## config.mk

```make
export PLATFORM = sky130hd
export DESIGN_NAME = pe_control_mc
export DESIGN_NICKNAME = d
export VERILOG_FILES = /design/src/rtl/pe_control_mc_pkg.sv /design/src/rtl/pe_ctrl_delay.sv /design/src/rtl/pe_control_mc.sv
export SDC_FILE = /design/constraint.sdc
export NUM_CORES = 1
export LEC_CHECK = 0
export CORE_MARGIN = 1
export CORE_UTILIZATION = 46
export CTS_CLUSTER_SIZE = 14
export DETAILED_ROUTE_END_ITERATION = 16
export PLACE_DENSITY = 0.78
export RECOVER_POWER = 100
export SLEW_MARGIN = 20
export SYNTH_ARGS = -nofsm -noshare
export SYNTH_HDL_FRONTEND = slang
export SYNTH_SLANG_ARGS = --single-unit
```

## constraint.sdc

```tcl
create_clock -name clk -period 1.9 [get_ports clk]
set_input_delay 0.19 -clock clk [delete_from_list [all_inputs] [get_ports clk]]
set_output_delay 0.19 -clock clk [all_outputs]
set_load 0.01 [all_outputs]
```

## src/rtl/pe_control_mc_pkg.sv

```systemverilog
// pe_control_mc_pkg: shared types and helpers for the PE control block.
//   pe_state_e : FSM state encoding (IDLE=0, ACCUM=1, FLUSH=2)
//   ch_w()     : channel-select width, max(1, clog2(num_ch))
//   almfull()  : drain FIFO almost-full test, (depth - usedw) < margin
package pe_control_mc_pkg;

    typedef enum logic [1:0] {
        ST_IDLE  = 2'd0,
        ST_ACCUM = 2'd1,
        ST_FLUSH = 2'd2
    } pe_state_e;

    function automatic int ch_w(input int num_ch);
        return (num_ch > 1) ? $clog2(num_ch) : 1;
    endfunction

    // Signed arithmetic so a usedw above depth still reads as almost full.
    function automatic logic almfull(input int depth, input int usedw, input int margin);
        return (depth - usedw) < margin;
    endfunction

endpackage

```

## src/rtl/pe_ctrl_delay.sv

```systemverilog
// pe_ctrl_delay: fixed-length shift register, W bits wide, LEN cycles deep.
//   clk, rst_n : clock, synchronous active-low reset
//   i_clr      : synchronous flush of every stage (in-flight beats dropped)
//   i_d / o_q  : data in / data out LEN cycles later (LEN >= 2)
module pe_ctrl_delay #(
    parameter int W   = 1,
    parameter int LEN = 2
) (
    input  logic         clk,
    input  logic         rst_n,
    input  logic         i_clr,
    input  logic [W-1:0] i_d,
    output logic [W-1:0] o_q
);

    logic [LEN-1:0][W-1:0] r_pipe;

    always_ff @(posedge clk) begin
        if (!rst_n || i_clr) r_pipe <= '0;
        else                 r_pipe <= {r_pipe[LEN-2:0], i_d};
    end

    assign o_q = r_pipe[LEN-1];

endmodule

```

## src/rtl/pe_control_mc.sv

```systemverilog
// pe_control_mc: control for a multi-channel accumulating PE with drain chain.
// Ports:
//   clk, rst_n                      clock, synchronous active-low reset
//   ena/acc_fin/acc_res/acc_stop    vector valid, last vector, use feedback, abort
//   ch_sel                          channel of the current vector
//   pe_dot_ena/pe_stall/pe_acc_fin  dot enable (const 1), upstream hold, delayed acc_fin
//   state, err                      FSM state, sticky drain collision/overflow flag
//   feed_*                          per-channel feedback FIFO control/status
//   drain_*, pe_drain_neig          drain FIFO control/status and chain handshake
// Build option: define PE_CONTROL_MC_PERF_EN to add 32-bit saturating
//   perf_stall_cyc / perf_drained counters.
module pe_control_mc
    import pe_control_mc_pkg::*;
#(
    parameter int DATA_WIDTH     = 16,
    parameter int NUM_CH         = 4,
    parameter int DOT_DELAY      = 10,
    parameter int DRAIN_DEPTH    = 512,
    parameter int ALMFULL_MARGIN = 4
) (
    input  logic                         clk,
    input  logic                         rst_n,
    input  logic                         ena,
    input  logic                         acc_fin,
    input  logic                         acc_res,
    input  logic                         acc_stop,
    input  logic [ch_w(NUM_CH)-1:0]      ch_sel,
    output logic                         pe_dot_ena,
    output logic                         pe_stall,
    output logic                         pe_acc_fin,
    output logic [1:0]                   state,
    output logic                         err,
`ifdef PE_CONTROL_MC_PERF_EN
    output logic [31:0]                  perf_stall_cyc,
    output logic [31:0]                  perf_drained,
`endif
    output logic [NUM_CH-1:0]            feed_wrreq,
    output logic [NUM_CH-1:0]            feed_rdreq,
    input  logic [NUM_CH-1:0]            feed_empty,
    input  logic [NUM_CH-1:0]            feed_full,
    output logic                         drain_wrreq,
    output logic                         drain_rdreq,
    input  logic                         drain_empty,
    input  logic                         drain_full,
    input  logic [$clog2(DRAIN_DEPTH):0] drain_usedw,
    output logic                         pe_drain_neig,
    input  logic                         drain_neig_valid,
    input  logic                         drain_neig_rdy,
    output logic                         drain_valid,
    output logic                         drain_rdy
);

    localparam int CH_W  = ch_w(NUM_CH);
    localparam int CNT_W = $clog2(DOT_DELAY);

    if (DATA_WIDTH < 1 || DOT_DELAY < 2 || ALMFULL_MARGIN < 2) begin : g_param_chk
        $error("pe_control_mc: illegal parameter value");
    end

    // ---- dot-chain delay line: {ena, acc_fin, ch_sel} ----
    logic            w_ena_q, w_acc_fin_q;
    logic [CH_W-1:0] w_ch_q;

    pe_ctrl_delay #(.W(CH_W + 2), .LEN(DOT_DELAY)) u_dly (
        .clk   (clk),
        .rst_n (rst_n),
        .i_clr (acc_stop),
        .i_d   ({ena, acc_fin, ch_sel}),
        .o_q   ({w_ena_q, w_acc_fin_q, w_ch_q})
    );

    // ---- FSM ----
    pe_state_e        r_state, w_state_nxt;
    logic [CNT_W-1:0] r_cnt, w_cnt_nxt;
    logic             r_acc_fin_d, w_fin_fall, w_rdy_nxt, w_almfull;

    assign w_fin_fall = r_acc_fin_d & ~acc_fin;
    assign w_almfull  = almfull(DRAIN_DEPTH, int'(drain_usedw), ALMFULL_MARGIN);

    always_ff @(posedge clk) begin
        if (!rst_n) begin
            r_state     <= ST_IDLE;
            r_cnt       <= '0;
            r_acc_fin_d <= 1'b0;
        end else begin
            r_state     <= w_state_nxt;
            r_cnt       <= w_cnt_nxt;
            r_acc_fin_d <= acc_fin;
        end
    end

    // FLUSH lasts DOT_DELAY-1 cycles: counter loads DOT_DELAY-2, exits at 0.
    always_comb begin
        w_state_nxt = r_state;
        w_cnt_nxt   = r_cnt;
        if (acc_stop) begin
            w_state_nxt = ST_IDLE;
            w_cnt_nxt   = '0;
        end else begin
            case (r_state)
                ST_IDLE:  if (ena) w_state_nxt = ST_ACCUM;
                ST_ACCUM: if (w_fin_fall) begin
                    w_state_nxt = ST_FLUSH;
                    w_cnt_nxt   = CNT_W'(DOT_DELAY - 2);
                end
                ST_FLUSH: begin
                    if (r_cnt == '0) w_state_nxt = ena ? ST_ACCUM : ST_IDLE;
                    else             w_cnt_nxt   = r_cnt - CNT_W'(1);
                end
                default:  w_state_nxt = ST_IDLE;
            endcase
        end
    end

    // drain_rdy looks at the next state so it is already low in the first
    // FLUSH cycle rather than one cycle late.
    always_comb begin
        state     = r_state;
        w_rdy_nxt = ~w_almfull & (w_state_nxt != ST_FLUSH) & ~acc_fin;
    end

    // ---- drain chain ----
    logic r_drain_rdy, r_neig_rdy, r_err;
    logic w_loc_wr, w_wr_req;

    assign w_loc_wr = w_ena_q & w_acc_fin_q;
    assign w_wr_req = w_loc_wr | drain_neig_valid;

    always_ff @(posedge clk) begin
        if (!rst_n) begin
            r_drain_rdy <= 1'b0;
            r_neig_rdy  <= 1'b0;
            r_err       <= 1'b0;
        end else begin
            r_drain_rdy <= w_rdy_nxt;
            r_neig_rdy  <= drain_neig_rdy;
            if ((w_loc_wr & drain_neig_valid) | (w_wr_req & drain_full)) r_err <= 1'b1;
        end
    end

    // Request outputs are gated by rst_n so nothing leaks out during reset.
    assign drain_wrreq   = rst_n & ~drain_full & w_wr_req;
    assign pe_drain_neig = ~w_loc_wr & drain_neig_valid;
    assign drain_rdreq   = rst_n & r_neig_rdy & ~drain_empty;
    assign drain_valid   = drain_rdreq;
    assign drain_rdy     = r_drain_rdy;
    assign err           = r_err;
    assign pe_stall      = acc_fin & w_almfull;
    assign pe_acc_fin    = w_acc_fin_q;
    assign pe_dot_ena    = 1'b1;

    // ---- feedback FIFOs ----
    always_comb begin
        feed_wrreq = '0;
        feed_rdreq = '0;
        if (rst_n && int'(w_ch_q) < NUM_CH &&
            w_ena_q && !w_acc_fin_q && !feed_full[w_ch_q])
            feed_wrreq[w_ch_q] = 1'b1;
        if (rst_n && int'(ch_sel) < NUM_CH &&
            ena && acc_res && !feed_empty[ch_sel])
            feed_rdreq[ch_sel] = 1'b1;
    end

`ifdef PE_CONTROL_MC_PERF_EN
    logic [31:0] r_perf_stall, r_perf_drained;

    always_ff @(posedge clk) begin
        if (!rst_n) begin
            r_perf_stall   <= '0;
            r_perf_drained <= '0;
        end else begin
            if (pe_stall && r_perf_stall != '1)      r_perf_stall   <= r_perf_stall + 32'd1;
            if (drain_rdreq && r_perf_drained != '1) r_perf_drained <= r_perf_drained + 32'd1;
        end
    end

    assign perf_stall_cyc = r_perf_stall;
    assign perf_drained   = r_perf_drained;
`endif

endmodule

```

# Yosys cells after proc, flatten, opt, wreduce, memory -nomap -nowiden
# Index checks and enable logic that the tools add are counted.
[classes] addsub=2 magnitude_cmp=5 n_eq_ne=5 n_mux=19 bitwise_logic=20 n_reduce_logical=18
[ops] operator="2-to-1 mux 4 bit" n=4
[ops] operator="bitwise AND 1 bit" n=12
[ops] operator="less-than comparator 11 x 4 -> 1 bit (second input constant)" n=1
[ops] operator="subtractor 10 x 10 -> 11 bit (first input constant)" n=1
[ops] operator="logical AND 1 bit" n=8
[ops] operator="2-to-1 mux 2 bit" n=4
[ops] operator="one-hot mux 4 bit (2 select lines)" n=1
[ops] operator="less-than comparator 2 x 3 -> 1 bit (second input constant)" n=2
[ops] operator="inequality test 2 bit (second input constant)" n=3
[ops] operator="NOT 1 bit" n=6
[ops] operator="one-hot mux 2 bit (3 select lines)" n=1
[ops] operator="2-to-1 mux 1 bit" n=5
[ops] operator="binary-select mux 1 bit (select 2 bit)" n=2
[ops] operator="demux 1 bit (select 2 bit)" n=2
[ops] operator=">= comparator 2 x 1 -> 1 bit (second input constant)" n=2
[ops] operator="zero test 1 bit" n=4
[ops] operator="zero test 4 bit" n=1
[ops] operator="subtractor 4 x 1 -> 4 bit (second input constant)" n=1
[ops] operator="AND reduction 3 bit" n=1
[ops] operator="equality test 2 x 1 -> 1 bit (second input constant)" n=1
[ops] operator="equality test 2 bit (second input constant)" n=1
[ops] operator="zero test 2 bit" n=1
[ops] operator="bitwise OR 1 bit" n=2
[ops] operator="nonzero test 2 bit" n=1
[ops] operator="other kinds (2)" n=2
[word_totals] reg_bits=50 input_bits=30 wordCells=85

# Depth between registers and ports, before layout
[depth] ltp_word=8 depth_mapped=5 ltp_nobuf=5

# Cells and area by module
# A second synthesis with hierarchy kept.
[unflattened] hier_cells=170 hier_area_um2=1855.5
[by_module_without_submodules] module="pe_ctrl_delay" n_inst=1 cells_each=92 area_per_inst_um2=1231.2
[by_module_without_submodules] module="pe_control_mc" n_inst=1 cells_each=78 area_per_inst_um2=624.3

# Worst setup path after synthesis
# No wires, ideal clock.
[synth_path] path_kind="register to register" start="register r_cnt[0]" end="register r_state[0], in the netlist state[0]" setup_ns=0.087 arrival_time_ns=1.273 slack_ns=0.540 stages_incl_launch_ff=6 synth_period_minus_slack_ns=1.360 path_cell_list="dfxtp_1 > inv_1 > ha_1 > nor3b_1 > o21ai_0 > o31ai_1"
[synth_between] elab_chain_cells=4
[synth_rtl] element="start: declaration" line_no="pe_control_mc.sv:74" rtl="logic [CNT_W-1:0] r_cnt, w_cnt_nxt;"
[synth_rtl] element="start signal: assignment" line_no="pe_control_mc.sv:87" rtl="r_cnt <= w_cnt_nxt;"
[synth_rtl] element="zero test 4 bit" line_no="pe_control_mc.sv:107" rtl="if (r_cnt == '0) w_state_nxt = ena ? ST_ACCUM : ST_IDLE;"
[synth_rtl] element="2-to-1 mux 2 bit" line_no="pe_control_mc.sv:107"
[synth_rtl] element="one-hot mux 2 bit (3 select lines)" line_no="pe_control_mc.sv:100" rtl="case (r_state)"
[synth_rtl] element="2-to-1 mux 2 bit" line_no="pe_control_mc.sv:96" rtl="if (acc_stop) begin"
[synth_rtl] element="end signal: assignment" line_no="pe_control_mc.sv:86" rtl="r_state <= w_state_nxt;"
[synth_rtl] element="end: declaration" line_no="pe_control_mc.sv:73" rtl="pe_state_e r_state, w_state_nxt;"
# No other way between the ends.
# A chain may end at the register's enable or synchronous reset.

# Worst setup path in the final report
[layout_path] start="input port ch_sel[0]" end="output port feed_rdreq[1]"
[layout_between] elab_chain_cells=5 elab_cells_between_ends=10
[layout_rtl] element="start: declaration" line_no="pe_control_mc.sv:27" rtl="input logic [ch_w(NUM_CH)-1:0] ch_sel,"
[layout_rtl] element="less-than comparator 2 x 3 -> 1 bit (implied by the code), or another cell as far along" line_no="pe_control_mc.sv:161" rtl="feed_rdreq[ch_sel] = 1'b1;"
[layout_rtl] element="logical AND 1 bit (implied by the code) or 2-to-1 mux 1 bit (tied branches)" line_no="pe_control_mc.sv:161, pe_control_mc.sv:160"
[layout_rtl] element="2-to-1 mux 1 bit (implied by the code) or zero test 1 bit (tied branches)" line_no="pe_control_mc.sv:161, pe_control_mc.sv:160"
[layout_rtl] element="demux 1 bit (select 2 bit) or logical AND 1 bit (tied branches)" line_no="pe_control_mc.sv:161, pe_control_mc.sv:160"
[layout_rtl] element="2-to-1 mux 4 bit (*)" line_no="pe_control_mc.sv:159" rtl="if (rst_n && int'(ch_sel) < NUM_CH &&"
[layout_rtl] element="end: declaration" line_no="pe_control_mc.sv:38" rtl="output logic [NUM_CH-1:0] feed_rdreq,"
# Mark *: on every way between the ends. The rest lies on a longest branch, timed or not. The select of a mux whose other input is x is not followed.

==> flow_summary.ini <==
[status]
status = finished clean

[synth]
yosysTopAreaCellShare = 0.589
yosys_register_bits = 50
synth.distinct_cells = 30
ys_warn_count = 0
syn_area_um2 = 1700
synthCells = 165
syn_area_per_cell_um2 = 10.3
synth_top_area_cell = dfxtp_1
seq_area_frac_synth = 0.589
yosys-top-cells-area = dfxtp_1 (59%), and2_1 (16%), nor3b_1 (1.8%)
synthesis.nets = 197

[place]
place_congestion = 0.774
dp_hpwl_um = 2070
io_buffer_count = 47

[clocking]
cts_root_buffer = clkbuf_8
cts.sinks = 50
cts_max_path_buffers = 2
cts_tree = yes
clkTransAtPathRegs_ns = 0.09
h-tree-depth = 2
clk-insertion-delay-late_ns = 0.30
cts_setup_buffers = 0
cts-buffers-inserted = 5

[floorplanning]
ios = 49
initial_utilization = 0.494
coreArea_um2 = 3440
die_h_um = 62.8
fp.dieW_um = 62.8
row_count = 21
die_area_um2 = 3940

[sta]
period_share = 0.928
period_needed_ns = 1.76
drv_slew = 0
hold_violations = 0
final.setup.tns_ns = 0
max_freq_mhz = 567
rsz0062_at_grt = false
finalSetupViolations = 0
fin_skew_ns = 0.00604

[power_and_ir_drop]
ir_worst_vdd_v = 0.000438
finalPower_w = 0.00183
p_per_area_nw_per_um2 = 798
p_leak_nw = 0.905

[critical_path]
required_ns = 1.71
worst_setup_path_start_kind = input pin
cp-end-kind = output pin
path_delay_family = buffers and inverters
cp_max_fo = 4
cpMostUsedCell = clkdlybuf4s50_1
worstPathArrival_ns = 1.57
cp_cell_sequence = clkdlybuf4s50_1 > nand4_1 > nor3_1 > clkdlybuf4s50_1
slowest_stage = clkdlybuf4s50_1
crit_buf_inv = 2
crit_path_max_incr_delay_ns = 0.57
criticalPathCategory = input pin to output pin

[flow_run]
maxCapViolations = 0

[layout]
layout_common_cells = dfxtp_1 (49), and2_1 (31), clkdlybuf4s50_1 (28)
area_growth_pct = 35.0
final_common_cell = dfxtp_1
n_fill_cell = 283
diodes = 0
nNetsFinal = 247
drive_gt1_frac = 0.0556

[detailed_routing]
wl_per_cell_um = 11.2
vias = 1262
drc = 0
dr.pass1.iters = 4
drt_iter0_drc = 20
drt_wl_total_um = 2920
final_antenna_net_count = 0
viasPerCell = 4.82

[global_routing]
grt_max_degree = 41
grt_pass1_wl_um = 5240
antenna_found_initial = 0
grt_overflow = 0
grt_usage = 0.173
grt_pass1_vias = 1284

[worst_hold_path]
hold_class = register to register
## area by class of cell
| cell class | instances | area [um^2] | share of cell area |
|---|---|---|---|
| inverters | 6 | 22.5 | 0.00981 |
| clock buffers | 6 | 82.6 | 0.0360 |
| well taps | 46 | 57.6 | 0.0251 |
| multi-input cells | 101 | 638 | 0.278 |
| repair buffers | 51 | 475 | 0.207 |
| flip-flops and latches | 50 | 1000 | 0.437 |
| clock inverters | 2 | 17.5 | 0.00763 |
## layer usage
| metal | GRT usage | share of wire | up-vias |
|---|---|---|---|
| met4 | 0.0872 | 0.015 | 0 |
| met5 | 0 | 0 | - |
| met1 | 0.189 | 0.46 | 557 |
| met3 | 0.0712 | 0.089 | 5 |
| li1 | - | - | 643 |
| met2 | 0.285 | 0.44 | 57 |
## where the power goes
group | internal (W) | total [W] | leakage (nW) | switching [W]
clock | 0.000300 | 0.000643 | 0.0514 | 0.000343
sequential | 0.00106 | 0.00106 | 0.405 | 0.00000460
combinational | 0.0000789 | 0.000125 | 0.449 | 0.0000464
## synthesized netlist by cell type
master     count
a21boi_0       1
a21oi_1        5
a31oi_1        2
and2_1        43
and3b_1        1
buf_2          1
buf_4          2
clkbuf_1       5
conb_1         1
dfxtp_1       50
ha_1           2
inv_1          6
nand2_1        4
nand2b_1       3
nand3_1        2
nand4_1        2
nor2_1         4
nor2b_1        2
nor3_1         4
nor3b_1        4
nor4_1         2
nor4b_1        3
o2111ai_1      1
o211ai_1       2
o21a_1         2
o21ai_0        3
o31ai_1        2
or3_1          3
or4_1          2
or4bb_1        1
## logic make-up after synthesis
| group | synth area share |
|---|---|
| fa+ha+maj | 0.0147 |
| compound gates | 0.0669 |
| other cells | 0.00221 |
| buf+inv | 0.0361 |
| simple gates | 0.291 |
| flops | 0.589 |
## through the flow
step	hold WS (ns)	setup slack [ns]	utilization	cells	instance area, um^2
finish	0.432	0.137	0.667	262	2300
global route	0.448	0.0489	0.667	262	2300
CTS	0.435	0.0343	0.678	262	2330
detailed placement	0.413	-0.114	0.649	254	2230
global placement	0.410	-0.0621	0.649	254	2230
floorplan	0.312	0.540	-	165	1700
## final timing paths
check,startpoint,to,slack [ns],cells past startpoint
setup / recovery,ch_sel[0],feed_rdreq[1],0.14,4
hold / removal,u_dly.r_pipe[16]$_SDFF_PP0_,u_dly.r_pipe[20]$_SDFF_PP0_,0.43,1
setup reg to reg,r_cnt[0]$_SDFFE_PP0P_,r_cnt[0]$_SDFFE_PP0P_,0.34,6
hold reg to reg,u_dly.r_pipe[16]$_SDFF_PP0_,u_dly.r_pipe[20]$_SDFF_PP0_,0.43,1
## state kept, by name (all words and copies together) (netlist names)
signal and cells:
r_neig_rdy 1, state 2, r_acc_fin_d 1, drain_rdy 1
u_dly.r_pipe 36, r_cnt 4, err 1, u_dly.o_q 4
## what timing repair did
action	4_1_cts	5_1_grt
resized for setup	6	5
hold buffers	0	0
endpoints found under the setup margin	6	4
(Power assumes the default switching activity.)
